## config.mk

```make
export PLATFORM = sky130hd
export DESIGN_NAME = interval_timer
export DESIGN_NICKNAME = d
export VERILOG_FILES = /design/src/rtl/interval_timer.sv
export SDC_FILE = /design/constraint.sdc
export NUM_CORES = 1
export LEC_CHECK = 0
export BUFFER_PORTS_ARGS = -buffer_cell sky130_fd_sc_hd__clkbuf_2
export CELL_PAD_IN_SITES_DETAIL_PLACEMENT = 1
export CELL_PAD_IN_SITES_GLOBAL_PLACEMENT = 2
export CORE_AREA = 5 5 82 84
export CTS_CLUSTER_DIAMETER = 60
export DETAILED_ROUTE_END_ITERATION = 10
export DIE_AREA = 0 0 87 89
export GPL_ROUTABILITY_DRIVEN = 0
export HOLD_SLACK_MARGIN = 0.03
export PLACE_DENSITY_LB_ADDON = 0.1
export SLEW_MARGIN = 30
export SYNTH_ARGS = -nofsm -noshare
export SYNTH_HDL_FRONTEND = slang
export SYNTH_SLANG_ARGS = --single-unit
```

## constraint.sdc

```tcl
create_clock -name clk -period 2 [get_ports clk]
set_input_delay 0.3 -clock clk [delete_from_list [all_inputs] [get_ports clk]]
set_output_delay 0.3 -clock clk [all_outputs]
set_load 0.005 [all_outputs]
```

## src/rtl/interval_timer.sv

```systemverilog
// Countdown timer: fetches a duration from the time-parameter store,
// counts it down in seconds and pulses expired at the end.
module interval_timer #(
    parameter int TICKS_PER_SEC = 100_000_000
) (
    input  logic       clk,
    input  logic       reset_sync,
    input  logic       start,
    input  logic [1:0] int_sel,
    input  logic       cancel,
    input  logic [3:0] tp_val,
    output logic [1:0] interval,
    output logic       busy,
    output logic       expired,
    output logic [3:0] remaining
);

    localparam int PW = $clog2(TICKS_PER_SEC);
    localparam logic [PW-1:0] PS_MAX = PW'(TICKS_PER_SEC - 1);

    typedef enum logic [2:0] {
        IDLE,
        REQ,
        LOAD,
        COUNT,
        DONE
    } state_t;

    state_t        state;
    state_t        state_nxt;
    logic [PW-1:0] prescaler;
    logic          accept;
    logic          tick;
    logic          busy_nxt;
    logic          expired_nxt;

    assign accept = start && (int_sel != 2'b11);
    assign tick   = (state == COUNT) && (prescaler == PS_MAX);

    always_ff @(posedge clk) begin
        if (reset_sync) begin
            state   <= IDLE;
            busy    <= 1'b0;
            expired <= 1'b0;
        end else begin
            state   <= state_nxt;
            busy    <= busy_nxt;
            expired <= expired_nxt;
        end
    end

    always_comb begin
        state_nxt = state;
        unique case (state)
            IDLE:    if (accept) state_nxt = REQ;
            REQ:     state_nxt = cancel ? IDLE : LOAD;
            LOAD:    state_nxt = cancel ? IDLE : COUNT;
            COUNT: begin
                if (cancel)
                    state_nxt = IDLE;
                else if (tick && remaining == 4'd1)
                    state_nxt = DONE;
            end
            DONE:    state_nxt = accept ? REQ : IDLE;
            default: state_nxt = IDLE;
        endcase
    end

    // busy/expired are decoded from the next state so they leave a flop
    always_comb begin
        busy_nxt    = 1'b0;
        expired_nxt = 1'b0;
        unique case (state_nxt)
            REQ, LOAD, COUNT: busy_nxt = 1'b1;
            DONE:             expired_nxt = 1'b1;
            default:          ;
        endcase
    end

    always_ff @(posedge clk) begin
        if (reset_sync) begin
            interval  <= 2'b00;
            remaining <= 4'd0;
            prescaler <= '0;
        end else begin
            if ((state == IDLE || state == DONE) && accept)
                interval <= int_sel;
            unique case (state)
                REQ: begin
                    if (cancel) begin
                        remaining <= 4'd0;
                        prescaler <= '0;
                    end
                end
                LOAD: begin
                    prescaler <= '0;
                    if (cancel)
                        remaining <= 4'd0;
                    else
                        remaining <= (tp_val == 4'd0) ? 4'd1 : tp_val;
                end
                COUNT: begin
                    if (cancel) begin
                        remaining <= 4'd0;
                        prescaler <= '0;
                    end else if (tick) begin
                        prescaler <= '0;
                        remaining <= remaining - 4'd1;
                    end else begin
                        prescaler <= prescaler + PW'(1);
                    end
                end
                default: ;
            endcase
        end
    end

endmodule

```

# [Yosys cells after proc, flatten, opt, wreduce, memory -nomap -nowiden]
# Cells that the tools add are included.
[totals] output_inout_bits=8 regBits=38
[classes] n_addsub=2 n_reduce_logical=11 n_mux=19 n_eq_ne=13
[ops] cell="2-to-1 mux 27 bit" n=3
[ops] cell="case mux 27 bit (3 select lines)" n=1
[ops] cell="adder 27 x 1 -> 27 bit (second input constant)" n=1
[ops] cell="equality test 27 bit (second input constant)" n=1
[ops] cell="2-to-1 mux 4 bit" n=5
[ops] cell="case mux 3 bit (5 select lines)" n=1
[ops] cell="equality test 3 x 2 -> 1 bit (second input constant)" n=4
[ops] cell="case mux 4 bit (3 select lines)" n=1
[ops] cell="2-to-1 mux 3 bit" n=3
[ops] cell="equality test 3 x 1 -> 1 bit (second input constant)" n=2
[ops] cell="equality test 3 bit (second input constant)" n=2
[ops] cell="equality test 4 x 1 -> 1 bit (second input constant)" n=1
[ops] cell="logical AND 1 bit" n=4
[ops] cell="zero test 4 bit" n=1
[ops] cell="2-to-1 mux 2 bit" n=2
[ops] cell="!= test 2 bit (second input constant)" n=2
[ops] cell="subtractor 4 x 1 -> 4 bit (second input constant)" n=1
[ops] cell="zero test 3 bit" n=1
[ops] cell="2-to-1 mux 1 bit" n=3
[ops] cell="!= test 3 bit (second input constant)" n=1
[ops] cell="AND reduction 3 bit" n=1
[ops] cell="nonzero test 3 bit" n=1
[ops] cell="OR reduction 3 bit" n=1
[ops] cell="AND reduction 2 bit" n=1
[ops] cell="logical OR 1 bit" n=1

# [Depth between registers and ports, before layout]
# Gate-level depths: netlist (run 1).
[logic_depth] depth_word=9 depth_mapped=8

# [Least setup slack after synthesis (run 1)]
# Ideal clock, no wire load.
[synth_path] kind="reg-to-reg" from="register prescaler[0]" to="register prescaler[24]" path_stages_with_launch=8 period_less_slack_ns=1.981 slack_ns=0.019 arrival_time_ns=1.867 cell_sequence="dfxtp_1 ha_1 and3_1 or3b_2 clkbuf_1 nor4_1 xnor2_1 nor2_1"
[synth_between] elab_chain_cells=5 elab_cells_between_ends=6 cone_classes="add/sub (1); eq/ne (1); mux (3); reduce/logical (1)"
[synth_rtl] element="start, declared" line_no="31" source="logic [PW-1:0] prescaler;"
[synth_rtl] element="start signal, assigned" line_no="110" source="prescaler <= prescaler + PW'(1);"
[synth_rtl] element="parallel branches: the longest is 2 deep, another holds adder 27 x 1 -> 27 bit"
[synth_rtl] element="2-to-1 mux 27 bit (*)" line_no="106" source="end else if (tick) begin"
[synth_rtl] element="2-to-1 mux 27 bit (*)" line_no="103" source="if (cancel) begin"
[synth_rtl] element="case mux 27 bit (3 select lines) (*)" line_no="88" source="unique case (state)"
# Every way passes the cells marked *.
# A chain may end at the register's enable or synchronous reset.

# [Worst setup path after layout (run 1)]
[layout_path] from="register prescaler[9]" to="register remaining[3]"
[layout_between] elab_chain_cells=4
[layout_rtl] element="equality test 27 bit" line_no="38" source="assign tick = (state == COUNT) && (prescaler == PS_MAX);"
[layout_rtl] element="logical AND 1 bit" line_no="38"
[layout_rtl] element="!= test 3 bit (no source line)"
[layout_rtl] element="AND reduction 3 bit (no source line)"
[layout_rtl] element="end signal, assigned" line_no="100" source="remaining <= (tp_val == 4'd0) ? 4'd1 : tp_val;"
[layout_rtl] element="end signal, assigned" line_no="108" source="remaining <= remaining - 4'd1;"
[layout_rtl] element="end, declared" line_no="15" source="output logic [3:0] remaining"
# Every way passes these cells.

==> metrics.cfg, run 1 <==
[status]
status=finished, final reports clean

[setup_path]
crit_arrival_ns=2.16
rrSetupSlack_ns=0.02
worstSetupStartpoint=prescaler[9]
cp.required_ns=2.18
cp-end-kind=register
critPathMaxFanout=4
r2r-start=prescaler[9]
r2r-end=remaining[3]
critPathKind=reg -> reg
endpoint=remaining[3]
start_kind=register
r2r_cells=6

[routing]
vias=1718
dr.first_iter.drc_count=50
routed_wl_mm=5.197
remaining_drc_errors=0
via_per_inst=4.980
antenna_left=0
first_pass_iters=4
post_drt_wl_per_cell_um=15.06

[sta]
post-route-period-util=0.9888
slew_headroom=0.6952
rsz0062_at_grt=true
hold_viol_final=0
tns_ns=0
setup_viol=0
fin_skew_ns=0.006007
tightest_slew_ns=0.4537
fin_crit_ns=1.978
worst_slack_ns=0.02249
hold_slack_ns=0.2587
slew_viol_final=0
fmax_ghz=0.5057

[yosys]
yosysTopAreaCell=dfxtp_1
yosys_warnings=0
async_flop_share=0
syn_inst=213
synth_edf_count=0
ys_seq_area_frac=0.4116
ys.flop_type=dfxtp_1
synthDistinctLibCells=45
syn_area_per_cell_um2=8.676
synth_area_um2=1848
synth_top_area_frac=0.4116
ys_seq_elements=38
syn-num-nets=226
synth_area_leaders=dfxtp_1, nor2_1, xnor2_1

[hold_path]
hold_class=in -> reg

[cts]
path_clk_slew_ns=0.08
cts_hold_buf=0
cts_sinks=38
clock_latency_ns=0.29
clockBufferDepth=2
htree_levels=2
cts_tree=yes
clockRootBuffer=clkbuf_8
numCtsBuffers=5

[die]
dieArea_um2=7743
die_w_um=87
io_pins=18
rows=28
core-area_um2=5851
start_util=0.3159
die_h_um=89

[grt]
grt_max_degree=28
grt_util_all_layers=0.1456
grt_pass1_vias=1942
grt-ovfl-total=0
grt_pass1_wl_mm=8.838
antenna_found_initial=0

[cells_and_area]
final_layout_size_suffix_gt1_frac=0.3222
n_antenna_cell=0
final_area_um2=2464
final_nets=282
areaGrowthSynthToFinish_pct=33.31
final_core_util=0.4211
final_cell_count_no_fill=345

[place]
dp_cells=336
pre_cts_slack_ns=-0.07492
hpwl_mm=3.974
placed_area_um2=2291
io_buffers=17

[pwr]
leakagePower_nw=0.9424
powerDensity_nw_per_um2=612.5
total_power_mw=1.509
ir_worst_vdd_mv=0.3078

[job]
max-cap-violations=0

[power by group]
| part | total, mW | internal, mW | switching [mW] |
|---|---|---|---|
| Combinational | 0.111 | 0.0494 | 0.0614 |
| Clock | 0.628 | 0.349 | 0.279 |
| Sequential | 0.771 | 0.765 | 0.00545 |
| Total | 1.51 | 1.16 | 0.346 |
[cell usage after synthesis, drive strengths merged, types with 2 or more instances]
cell type / instances
nor2: 38
dfxtp: 38
nor3: 9
mux2i: 2
nand4: 5
and2: 3
nand2: 16
nor4: 6
buf: 3
nor3b: 2
xor2: 9
nand3b: 2
clkbuf: 3
and4: 4
or3: 5
a21oi: 7
inv: 6
o21ai: 7
nand3: 10
ha: 3
or4: 2
and3: 4
xnor2: 15
a32o: 2
[cells by family (layout without fill, tap and decap cells)]
| logic type | Yosys count | count (layout) | share of synthesized area |
|---|---|---|---|
| AO/OA/AOI/OAI | 24 | 24 | 0.09615 |
| XOR/XNOR | 24 | 24 | 0.1137 |
| adder cells (fa/ha/maj) | 3 | 3 | 0.02031 |
| buffers and inverters | 12 | 69 | 0.03317 |
| flip-flops | 38 | 38 | 0.4116 |
| multiplexers | 3 | 3 | 0.01693 |
| AND/OR/NAND/NOR | 109 | 109 | 0.3081 |
[how the worst min path moves through the flow]
stage	end	depth (start not counted)	from	slack, ns
floorplan	interval[0]	2	int_sel[0]	0.44
global placement	interval[1]	2	interval[1]	0.47
detailed placement	interval[0]	2	interval[0]	0.51
CTS	interval[0]	3	int_sel[0]	0.26
global route	state[1]	2	reset_sync	0.27
finish	interval[0]	3	int_sel[0]	0.26
[routing by layer]
layer / global-route usage / vias to the layer above / routed length, um
met4: 0.05241 / 0 / 118
li1: - / 859 / -
met5: 0 / - / 0
met2: 0.2761 / 23 / 2736
met1: 0.1553 / 825 / 2247
met3: 0.03687 / 11 / 96
[sequential cells by signal, summed over array words and instances, names as in the netlist]
| name | flops |
|---|---|
| prescaler | 27 |
| busy | 1 |
| expired | 1 |
| state | 3 |
| interval | 2 |
| remaining | 4 |
[cell usage in the layout (no fill, tap or decap), types with 3 or more instances in the layout]
cell	n
nor2_1	37
buf_4	35
dfxtp_1	33
clkbuf_2	17
nand2_1	16
xnor2_1	15
nand3_1	10
xor2_1	9
nor3_1	8
clkbuf_8	8
inv_1	6
o21ai_0	6
nor4_1	5
dfxtp_2	5
and3_1	4
nand4_1	4
a21oi_1	4
a21oi_2	3
or3_4	3
and2_1	3
ha_1	3
[worst max-delay path, cell delays in order (launching register included)]
cell and delay [ns]:
dfxtp_2 0.33, nor4_2 0.27, buf_4 0.14, nand4_1 0.11, or4_4 0.49, a31o_2 0.28
a22o_1 0.24
[timing repair]
action / CTS / global route
endpoints found under the setup margin: 36 / 11
setup buffers: 0 / 0
cloned: 0 / 1
endpoints found under the hold margin: 0 / 0
pin swaps: 0 / 7
gates resized for setup: 5 / 8
[cell type report]
cell class,instances,area (um^2)
tap,75,93.84
multi-input combinational,163,1057
inverter,6,22.52
clock buffer,8,110.1
fill,729,3387
timing repair buffer,55,412.9
sequential,38,767.0
Note: power is estimated with default switching activity, not from simulation.
==> inputs of run 2 (changes only) <==
--- a/config.mk
+++ b/config.mk
@@ -8,12 +8,13 @@
 export BUFFER_PORTS_ARGS = -buffer_cell sky130_fd_sc_hd__clkbuf_2
 export CELL_PAD_IN_SITES_DETAIL_PLACEMENT = 1
 export CELL_PAD_IN_SITES_GLOBAL_PLACEMENT = 2
-export CORE_AREA = 5 5 82 84
+export CORE_AREA = 5 5 79 81
 export CTS_CLUSTER_DIAMETER = 60
 export DETAILED_ROUTE_END_ITERATION = 10
-export DIE_AREA = 0 0 87 89
+export DIE_AREA = 0 0 84 86
 export GPL_ROUTABILITY_DRIVEN = 0
 export HOLD_SLACK_MARGIN = 0.03
+export MAX_ROUTING_LAYER = met4
 export PLACE_DENSITY_LB_ADDON = 0.1
 export SLEW_MARGIN = 30
 export SYNTH_ARGS = -nofsm -noshare
==> constraint.sdc (replaced) <==
create_clock -name clk -period 1.9 [get_ports clk]
set_input_delay 0.285 -clock clk [delete_from_list [all_inputs] [get_ports clk]]
set_output_delay 0.285 -clock clk [all_outputs]
set_load 0.005 [all_outputs]
==> metrics.cfg, run 2 (synthesized netlist as in run 1, its figures left out) <==
[status]
status=finished with violations
violations=negative setup slack

[cts]
clockRootBuffer=clkbuf_8
clock_latency_ns=0.29
cts_tree=yes
clockBufferDepth=2
htree_levels=2
path_clk_slew_ns=0.07
cts_hold_buf=0
cts_sinks=38
numCtsBuffers=5

[pwr]
pwr-share-comb=0.080
seq_power_share=0.557
ir_worst_vdd_mv=0.3499
p_int_mw=1.110
switching_power_uw=350.5
leakagePower_nw=0.9273
total_power_mw=1.460
switching_share=0.2400
clock_power_share=0.364
powerDensity_nw_per_um2=588.8

[sta]
post-route-period-util=1.055
slew_headroom=0.6813
fin_crit_ns=2.005
rsz0062_at_grt=true
worst_slack_ns=-0.1048
tns_ns=-0.3394
fin_skew_ns=0.003372
fmax_ghz=0.4988
slew_viol_final=0
hold_viol_final=0
tightest_slew_ns=0.4744
hold_slack_ns=0.2591
setup_viol=24

[cells_and_area]
top_register=prescaler
n_antenna_cell=0
final_cell_mix=buf_4, nor2_1, dfxtp_1, clkbuf_2, nand2_1
multi_input_area_um2=1090
n_fill_cell=666
largest_reg_flops=27
seq_area_um2=769.5
final_common_cell=buf_4
final_layout_size_suffix_gt1_frac=0.3455
final_nets=288
top_regs=prescaler x27, remaining x4, state x3
areaGrowthSynthToFinish_pct=34.19

[die]
io_pins=18
dieArea_um2=7224
core-area_um2=5405
rows=27
start_util=0.3419
die_w_um=84
die_h_um=86

[hold_path]
hold_class=in -> reg
whs_endpoint=interval[0]
whs_path_depth=3
min_from=int_sel[0]

[place]
pre_cts_slack_ns=-0.1728
io_buffers=17
hpwl_mm=4.032

[setup_path]
critPathTopFamily=simple AND/OR/NAND/NOR gates
critPathMaxFanout=4
r2r-start=prescaler[1]
cpPeakStageDelay_ns=0.52
crit_buf_inv=1
r2r_cells=6
r2r-end=prescaler[23]
worstPathCellList=buf_6, nand3b_1, or3_4, or4_4, or3_4, a21oi_2
cp.required_ns=2.13
start_kind=register
rrSetupSlack_ns=-0.10
crit_arrival_ns=2.24
cpMostUsedCell=or3_4
crit_slowest_cell=or4_4
cp-end-kind=register
critPathKind=reg -> reg

[routing]
dr.first_iter.drc_count=34
antenna_left=0
vias=1754
post_drt_wl_per_cell_um=15.05
routed_wl_mm=5.224
remaining_drc_errors=0
via_per_inst=5.055
first_pass_iters=4

[grt]
grt_pass1_vias=1887
grt-ovfl-total=0
grt_busiest_layer=met2
grt_max_degree=28
met1_usage=0.1599
grt_pass1_wl_mm=8.873
antenna_found_initial=0
met2_usage=0.2921
grt_use_met3=0.03842
grt_util_all_layers=0.1587

[job]
max-cap-violations=0

## run 2: cell types whose count changed in the layout (fill, tap and decap cells not counted), sizes merged
cell	before	now
clkbuf	26	24
buf	37	44
## run 2: cell type report
| class | instances | share of cell area |
|---|---|---|
| multi-input cells | 163 | 0.4395 |
| repair buffers | 61 | 0.1741 |
| well taps | 72 | 0.03633 |
| inverters | 6 | 0.009082 |
| flip-flops and latches | 38 | 0.3103 |
| clock buffers | 7 | 0.03078 |
## run 2: worst max-delay path by stage
stage,start,end,slack [ns],cells past startpoint
5_1_grt,prescaler[1],prescaler[23],-0.14,6
3_5_place_dp,prescaler[0],prescaler[18],-0.17,7
2_1_floorplan,prescaler[8],prescaler[23],-0.03,5
4_1_cts,prescaler[1],prescaler[23],-0.04,6
3_3_place_gp,prescaler[0],prescaler[10],-0.11,7
6_report,prescaler[1],prescaler[23],-0.10,6
## run 2: what timing repair did
item                       CTS  global route
cloned                       0             0
resized for setup            8             9
pin swaps                    2             2
setup buffers                0             2
setup endpoints to repair   36            35
## run 2: per-layer routing
metal  routed length (um)  up-vias
met4                  127        0
li1                     -      864
met1                 2205      849
met3                  104       13
met5                    0        -
met2                 2787       28
## run 2: per-stage QoR
step / utilization / instance area [um^2] / instances
6_report: 0.4588 / 2480 / 347
5_1_grt: 0.4588 / 2480 / 347
4_1_cts: 0.4502 / 2434 / 345
3_5_place_dp: 0.4299 / 2323 / 338
3_3_place_gp: 0.4299 / 2323 / 338
2_1_floorplan: - / 1867 / 213
## run 2: worst register-to-register path, stage by stage, from the launching register on
cell,delay [ns]
dfxtp_2,0.36
buf_6,0.10
nand3b_1,0.10
or3_4,0.35
or4_4,0.52
or3_4,0.39
a21oi_2,0.13
## run 2: power by group through the flow
stage               Sequential (mW)  Clock, mW  Combinational, mW
detailed placement            0.831          0              0.115
global placement              0.830          0              0.106
global route                  0.813      0.591              0.129
floorplan                     0.831          0             0.0633
finish                        0.813      0.531              0.116
CTS                           0.812      0.565              0.117
